**src/rtl/kyber_stream_gearbox_if.sv**
```systemverilog
// kyber_stream_gearbox_if: narrow-in / wide-out stream bundle; slave = gearbox, master = surrounding logic
interface kyber_stream_gearbox_if #(
    parameter int NW    = 32,
    parameter int RATIO = 8,
    parameter int DEPTH = 4
);
    logic                       flush;
    logic                       in_valid;
    logic [NW-1:0]              in_data;
    logic                       in_last;
    logic                       in_ready;
    logic                       out_valid;
    logic [NW*RATIO-1:0]        out_data;
    logic                       out_last;
    logic                       out_ready;
    logic [$clog2(DEPTH):0]     fill;
    logic [$clog2(RATIO)-1:0]   lane;

    modport slave (
        input  flush, in_valid, in_data, in_last, out_ready,
        output in_ready, out_valid, out_data, out_last, fill, lane
    );

    modport master (
        output flush, in_valid, in_data, in_last, out_ready,
        input  in_ready, out_valid, out_data, out_last, fill, lane
    );
endinterface

```
**src/rtl/kyber_stream_gearbox.sv**
```systemverilog
// kyber_stream_gearbox: packs NW-bit beats into NW*RATIO-bit words through a DEPTH-word FIFO; define KYBER_GB_BYTESWAP_EN to byte-reverse each beat
module kyber_stream_gearbox #(
    parameter int NW    = 32,
    parameter int RATIO = 8,
    parameter int DEPTH = 4
) (
    input  logic                  clk,
    input  logic                  rst_n,
    kyber_stream_gearbox_if.slave bus
);
    localparam int WW = NW * RATIO;
    localparam int LW = $clog2(RATIO);
    localparam int PW = $clog2(DEPTH);
    localparam logic [PW:0]   FULL      = (PW+1)'(DEPTH);
    localparam logic [LW-1:0] LAST_LANE = LW'(RATIO - 1);

    logic [WW-1:0] mem_q [DEPTH];
    logic [DEPTH-1:0] last_q;
    logic [WW-1:0] pack_q, pack_d, word;
    logic [LW-1:0] lane_q, lane_d;
    logic [PW-1:0] wptr_q, wptr_d, rptr_q, rptr_d;
    logic [PW:0]   fill_q, fill_d;
    logic [NW-1:0] beat;
    logic          acc, done, pop;

`ifdef KYBER_GB_BYTESWAP_EN
    function automatic logic [NW-1:0] swap(input logic [NW-1:0] b);
        logic [NW-1:0] r;
        for (int i = 0; i < NW/8; i++) r[i*8 +: 8] = b[NW-8-i*8 +: 8];
        return r;
    endfunction
    assign beat = swap(bus.in_data);
`else
    assign beat = bus.in_data;
`endif

    // No full-bypass: a pop in the same cycle does not open the input when full
    assign bus.in_ready  = (fill_q != FULL) && !bus.flush;
    assign bus.out_valid = fill_q != '0;
    assign bus.out_data  = mem_q[rptr_q];
    assign bus.out_last  = last_q[rptr_q];
    assign bus.fill      = fill_q;
    assign bus.lane      = lane_q;

    assign acc  = bus.in_valid && bus.in_ready;
    assign done = acc && (lane_q == LAST_LANE || bus.in_last);
    assign pop  = bus.out_valid && bus.out_ready && !bus.flush;
    // Unwritten lanes are already zero, so OR-merging the current beat yields the padded word
    assign word = pack_q | (WW'(beat) << (32'(lane_q) * NW));

    // Next-state for packer, lane index, pointers and occupancy; flush wins over everything
    always_comb begin
        pack_d = bus.flush || done ? '0 : acc ? word : pack_q;
        lane_d = bus.flush || done ? '0 : acc ? lane_q + 1'b1 : lane_q;
        wptr_d = bus.flush ? '0 : wptr_q + PW'(done);
        rptr_d = bus.flush ? '0 : rptr_q + PW'(pop);
        fill_d = bus.flush ? '0 : fill_q + (PW+1)'(done) - (PW+1)'(pop);
    end

    // State registers and FIFO storage, cleared asynchronously on reset
    always_ff @(posedge clk or negedge rst_n) begin
        if (!rst_n) begin
            mem_q  <= '{default: '0};
            last_q <= '0;
            pack_q <= '0;
            lane_q <= '0;
            wptr_q <= '0;
            rptr_q <= '0;
            fill_q <= '0;
        end else begin
            if (done) begin
                mem_q[wptr_q]  <= word;
                last_q[wptr_q] <= bus.in_last;
            end
            pack_q <= pack_d;
            lane_q <= lane_d;
            wptr_q <= wptr_d;
            rptr_q <= rptr_d;
            fill_q <= fill_d;
        end
    end
endmodule

```
**src/flat_wrapper.sv**
```systemverilog
// flat-port wrapper written by rule: the top's interface ports become plain ports
module kyber_stream_gearbox_flat 
#(
    parameter int NW    = 32,
    parameter int RATIO = 8,
    parameter int DEPTH = 4
)
  (clk, rst_n, bus_flush, bus_in_valid, bus_in_data, bus_in_last, bus_out_ready, bus_in_ready, bus_out_valid, bus_out_data, bus_out_last, bus_fill, bus_lane);
  kyber_stream_gearbox_if #(.NW(NW), .RATIO(RATIO), .DEPTH(DEPTH)) bus_i ();
  input  logic clk;
  input  logic rst_n;
  input wire logic [$bits(bus_i.flush)-1:0] bus_flush;
  input wire logic [$bits(bus_i.in_valid)-1:0] bus_in_valid;
  input wire logic [$bits(bus_i.in_data)-1:0] bus_in_data;
  input wire logic [$bits(bus_i.in_last)-1:0] bus_in_last;
  input wire logic [$bits(bus_i.out_ready)-1:0] bus_out_ready;
  output wire logic [$bits(bus_i.in_ready)-1:0] bus_in_ready;
  output wire logic [$bits(bus_i.out_valid)-1:0] bus_out_valid;
  output wire logic [$bits(bus_i.out_data)-1:0] bus_out_data;
  output wire logic [$bits(bus_i.out_last)-1:0] bus_out_last;
  output wire logic [$bits(bus_i.fill)-1:0] bus_fill;
  output wire logic [$bits(bus_i.lane)-1:0] bus_lane;
  assign bus_i.flush = bus_flush;
  assign bus_i.in_valid = bus_in_valid;
  assign bus_i.in_data = bus_in_data;
  assign bus_i.in_last = bus_in_last;
  assign bus_i.out_ready = bus_out_ready;
  assign bus_in_ready = bus_i.in_ready;
  assign bus_out_valid = bus_i.out_valid;
  assign bus_out_data = bus_i.out_data;
  assign bus_out_last = bus_i.out_last;
  assign bus_fill = bus_i.fill;
  assign bus_lane = bus_i.lane;
  kyber_stream_gearbox #(.NW(NW), .RATIO(RATIO), .DEPTH(DEPTH)) u_core (.clk(clk), .rst_n(rst_n), .bus(bus_i));
endmodule
```
**config.mk**
```make
export PLATFORM = sky130hd
export DESIGN_NAME = kyber_stream_gearbox_flat
export DESIGN_NICKNAME = d
export VERILOG_FILES = /design/src/rtl/kyber_stream_gearbox_if.sv /design/src/rtl/kyber_stream_gearbox.sv /design/src/flat_wrapper.sv
export SDC_FILE = /design/constraint.sdc
export NUM_CORES = 2
export LEC_CHECK = 0
export ABC_AREA = 1
export CAP_MARGIN = 30
export CELL_PAD_IN_SITES_DETAIL_PLACEMENT = 0
export CELL_PAD_IN_SITES_GLOBAL_PLACEMENT = 1
export CORE_MARGIN = 10
export CORE_UTILIZATION = 43
export DETAILED_ROUTE_END_ITERATION = 8
export DONT_BUFFER_PORTS = 1
export GPL_TIMING_DRIVEN = 0
export PLACE_DENSITY = 0.79
export SLEW_MARGIN = 10
export SYNTH_ARGS = -nofsm -noshare
export SYNTH_HDL_FRONTEND = slang
export SYNTH_SLANG_ARGS = --single-unit
```
**constraint.sdc**
```tcl
create_clock -name clk -period 2.5 [get_ports clk]
set_clock_uncertainty 0.2 [all_clocks]
set_input_delay 0.25 -clock clk [delete_from_list [all_inputs] [get_ports clk]]
set_output_delay 0.25 -clock clk [all_outputs]
set_load 0.03 [all_outputs]
```
==> results.yml <==
placement:
  gp_congestion: 0.995
  place_inst: 11840
  io_buffers: 0
  pre_cts_slack_ps: -1340
  dp_hpwl_mm: 201
clock_network:
  cts_sinks: 1294
  insertion_delay_ps: 820
  clkTransAtPathRegs_ps: 60
  h-tree-depth: 4
  cts-buffers-inserted: 154
  cts_root_buf: "clkbuf_16"
  cts_tree: "built"
  clk_path_buf_depth: 3
run:
  drv_cap: 0
setup_path:
  critical_path_arrival_ps: 2630
  path_common_cell: "buf_16"
  path_delay_family: "buffers and inverters"
  critPathLaunchType: "register"
  crit_path_end_kind: "output pin"
  path_max_fanout: 7
  slowest_delay_ps: 400
  path_cells: "buf_8, inv_12, buf_16, buf_16, buf_12, clkbuf_16, nand2_2, a21oi_4"
  crit_buf_inv: 6
  setup.worst_path.class: "register to output pin"
  critPathRequiredTime_ps: 2050
  slowest_stage: "dfrtp_1"
die:
  pin_count: 303
  core_um2: 165000
  start_util: 0.433
  die_y_um: 428
  fp.dieW_um: 428
  dieArea_um2: 183000
  num_rows: 149
final_layout:
  instances_no_fill: 12282
  regArea_um2: 32400
  area_growth_pct: 26.0
  multi_input_area_um2: 35900
  drive_above_1_share: 0.173
  n_fill_cell: 15267
  nNetsFinal: 10013
global_route:
  track_usage: 0.305
  first_global_vias: 64552
  grt_start_max_net_pins: 253
  grt_pass1_wl_mm: 428
  grt_overflow_total: 0
  antenna_found_initial: 35
sta:
  rsz0062_at_grt: "yes"
  setup_viol: 574
  fmax_ghz: 0.325
  drv_slew: 0
  worst_slew_pin_slew_ps: 1280
  min_period_ps: 3080
  period_share: 1.23
  finalHoldViolCount: 159
  relSlewSlack: 0.147
  timing.final.ws_setup_ps: -577
  hold_slack_ps: -603
route:
  vias_per_cell: 5.61
  routed_wl_mm: 298
  drtIter0Drc: 7752
  drcViolationCount: 0
  wl_per_cell_um: 24.3
  first_pass_iters: 9
  ant_nets: 0
  vias: 68844
status:
  status: "finished, violations left"
  violations: "negative hold slack, negative setup slack"
synth:
  synth_area_um2: 71600
  synth_common_cells: "nand2_1, nand3_1, inv_1, dfrtp_1, o21bai_1"
  synth.most_common_cell: "nand2_1"
  syn_nets: 9646
  ys.flop_type: "dfrtp_1"
  syn_inst: 9601
  synth_area_leaders: "dfrtp_1, o21bai_1, nand2_1"
  syn_avg_cell_area_um2: 7.46
  synth_top_area_frac: 0.452
  synth_edf_count: 0
  synth.largest_area_cell: "dfrtp_1"
  synthDistinctLibCells: 26
  ys_warn_count: 0
  ys_seq_area_frac: 0.452
  ys_async_sr_fraction: 1.00
  ys_seq_elements: 1294
power:
  peakVddDrop_uv: 926
  pwr-share-comb: 0.361
  powerDensity_nw_per_um2: 845
  p_total_mw: 76.3
  switching_share: 0.385
  clkPwrFrac: 0.304
  p_int_mw: 46.9
  switching_power_mw: 29.4
  seqPwrFrac: 0.336
  p_leak_nw: 44.3
hold_path:
  worstHoldPathType: "primary input to asynchronous set/reset pin"
==> path summary, 6_finish.rpt <==
check | cells past startpoint | start | slack [ps] | endpoint
max | 8 | u_core.rptr_q[0] | -580 | bus_out_data[24]
min | 4 | rst_n | -600 | u_core.mem_q[424]
max reg2reg | 13 | u_core.bus.lane[1] | -70 | u_core.bus.fill[1]
min reg2reg | 2 | u_core.pack_q[140] | 300 | u_core.pack_q[140]
max in group asynchronous | 8 | rst_n | -240 | u_core.bus.fill[0]
min in group clk | 3 | bus_in_last | 80 | u_core.last_q[0]
==> placed cells by master, fill, tap and decap left out, types with 7 or more instances in the layout <==
master         instances
nand2_1             1835
nand3_1             1345
inv_1               1325
dfrtp_1             1288
o21bai_1            1028
a21oi_1              419
nor2_1               410
a21oi_4              255
clkbuf_16            211
clkbuf_1             206
a21oi_2              196
buf_2                185
o21ai_1              137
nand2_4              134
nand4_1              129
clkbuf_2             101
buf_6                 90
buf_1                 89
buf_4                 88
clkbuf_4              86
o21ai_0               78
buf_12                64
nand2_2               63
clkbuf_8              46
o21ai_2               40
buf_8                 38
dlygate4sd3_1         37
buf_16                28
o21bai_2              21
diode_2               16
clkinv_2              16
nor2_2                15
o21bai_4              11
inv_2                 10
bufinv_16              7
==> layer usage <==
layer	global-route usage	vias to the layer above	wire length (um)
li1	-	31629	-
met4	0.174	12	20300
met1	0.402	33463	121000
met2	0.461	2992	131000
met5	0	-	78
met3	0.0671	748	26300
==> worst register-to-register path: stages (launching register included) <==
cell,delay [ps]
dfrtp_4,580
ha_4,190
ha_4,120
inv_2,40
nand2_4,70
inv_4,40
nor2_4,130
buf_8,130
buf_6,100
buf_12,130
ha_4,150
inv_2,40
fa_2,510
nor2_1,40
==> cells by family (layout without fill, tap and decap cells) <==
| logic type | after synthesis | in the layout | synth area share |
|---|---|---|---|
| XOR/XNOR | 1 | 1 | 0.000122 |
| adder cells (fa/ha/maj) | 7 | 7 | 0.00133 |
| buffers and inverters | 2163 | 2639 | 0.121 |
| AO/OA/AOI/OAI | 2189 | 2189 | 0.190 |
| other | 0 | 16 | 0 |
| flip-flops | 1294 | 1294 | 0.452 |
| AND/OR/NAND/NOR | 3947 | 3947 | 0.235 |
==> area by class of cell <==
class                      count  area share
sequential                  1294       0.359
antenna                       16    0.000444
clock inverter                30     0.00413
buffer                       821      0.0626
multi-input combinational   6144       0.398
tap                         2189      0.0303
clock buffer                 235      0.0520
timing repair buffer         213      0.0378
inverter                    1340      0.0560
==> sequential cells by signal, summed over array words and instances (netlist names) <==
signal	flops
u_core.mem_q	1024
u_core.pack_q	256
u_core.last_q	4
u_core.bus.fill	3
u_core.bus.lane	3
u_core.rptr_q	2
u_core.wptr_q	2
==> power groups by stage <==
stage	clock network (mW)	logic, mW	registers, mW
2_1_floorplan	0	13.3	25.4
3_3_place_gp	0	18.9	25.6
3_5_place_dp	0	19.9	25.7
4_1_cts	23.3	23.9	25.4
5_1_grt	24.2	29.2	25.9
6_report	23.2	27.5	25.6
==> stage by stage <==
step	util	instance area [um2]	TNS, ps
after floorplan	-	71700	0
after global routing	0.546	90300	-297720
after global placement	0.450	74400	-927080
after CTS	0.514	85100	-377480
after detailed placement	0.454	75100	-1087710
final	0.546	90300	-153220
==> repair_timing <==
| action | in CTS | in global routing |
|---|---|---|
| buffers inserted | 11 | 44 |
| cloned | 13 | 36 |
| setup endpoints to repair | 1734 | 1841 |
| gates resized for setup | 934 | 1421 |
| hold endpoints to repair | 1546 | 352 |
| hold buffers | 45 | 4 |
| pin swaps | 35 | 199 |
No activity file was read; power rests on OpenSTA's default activity.
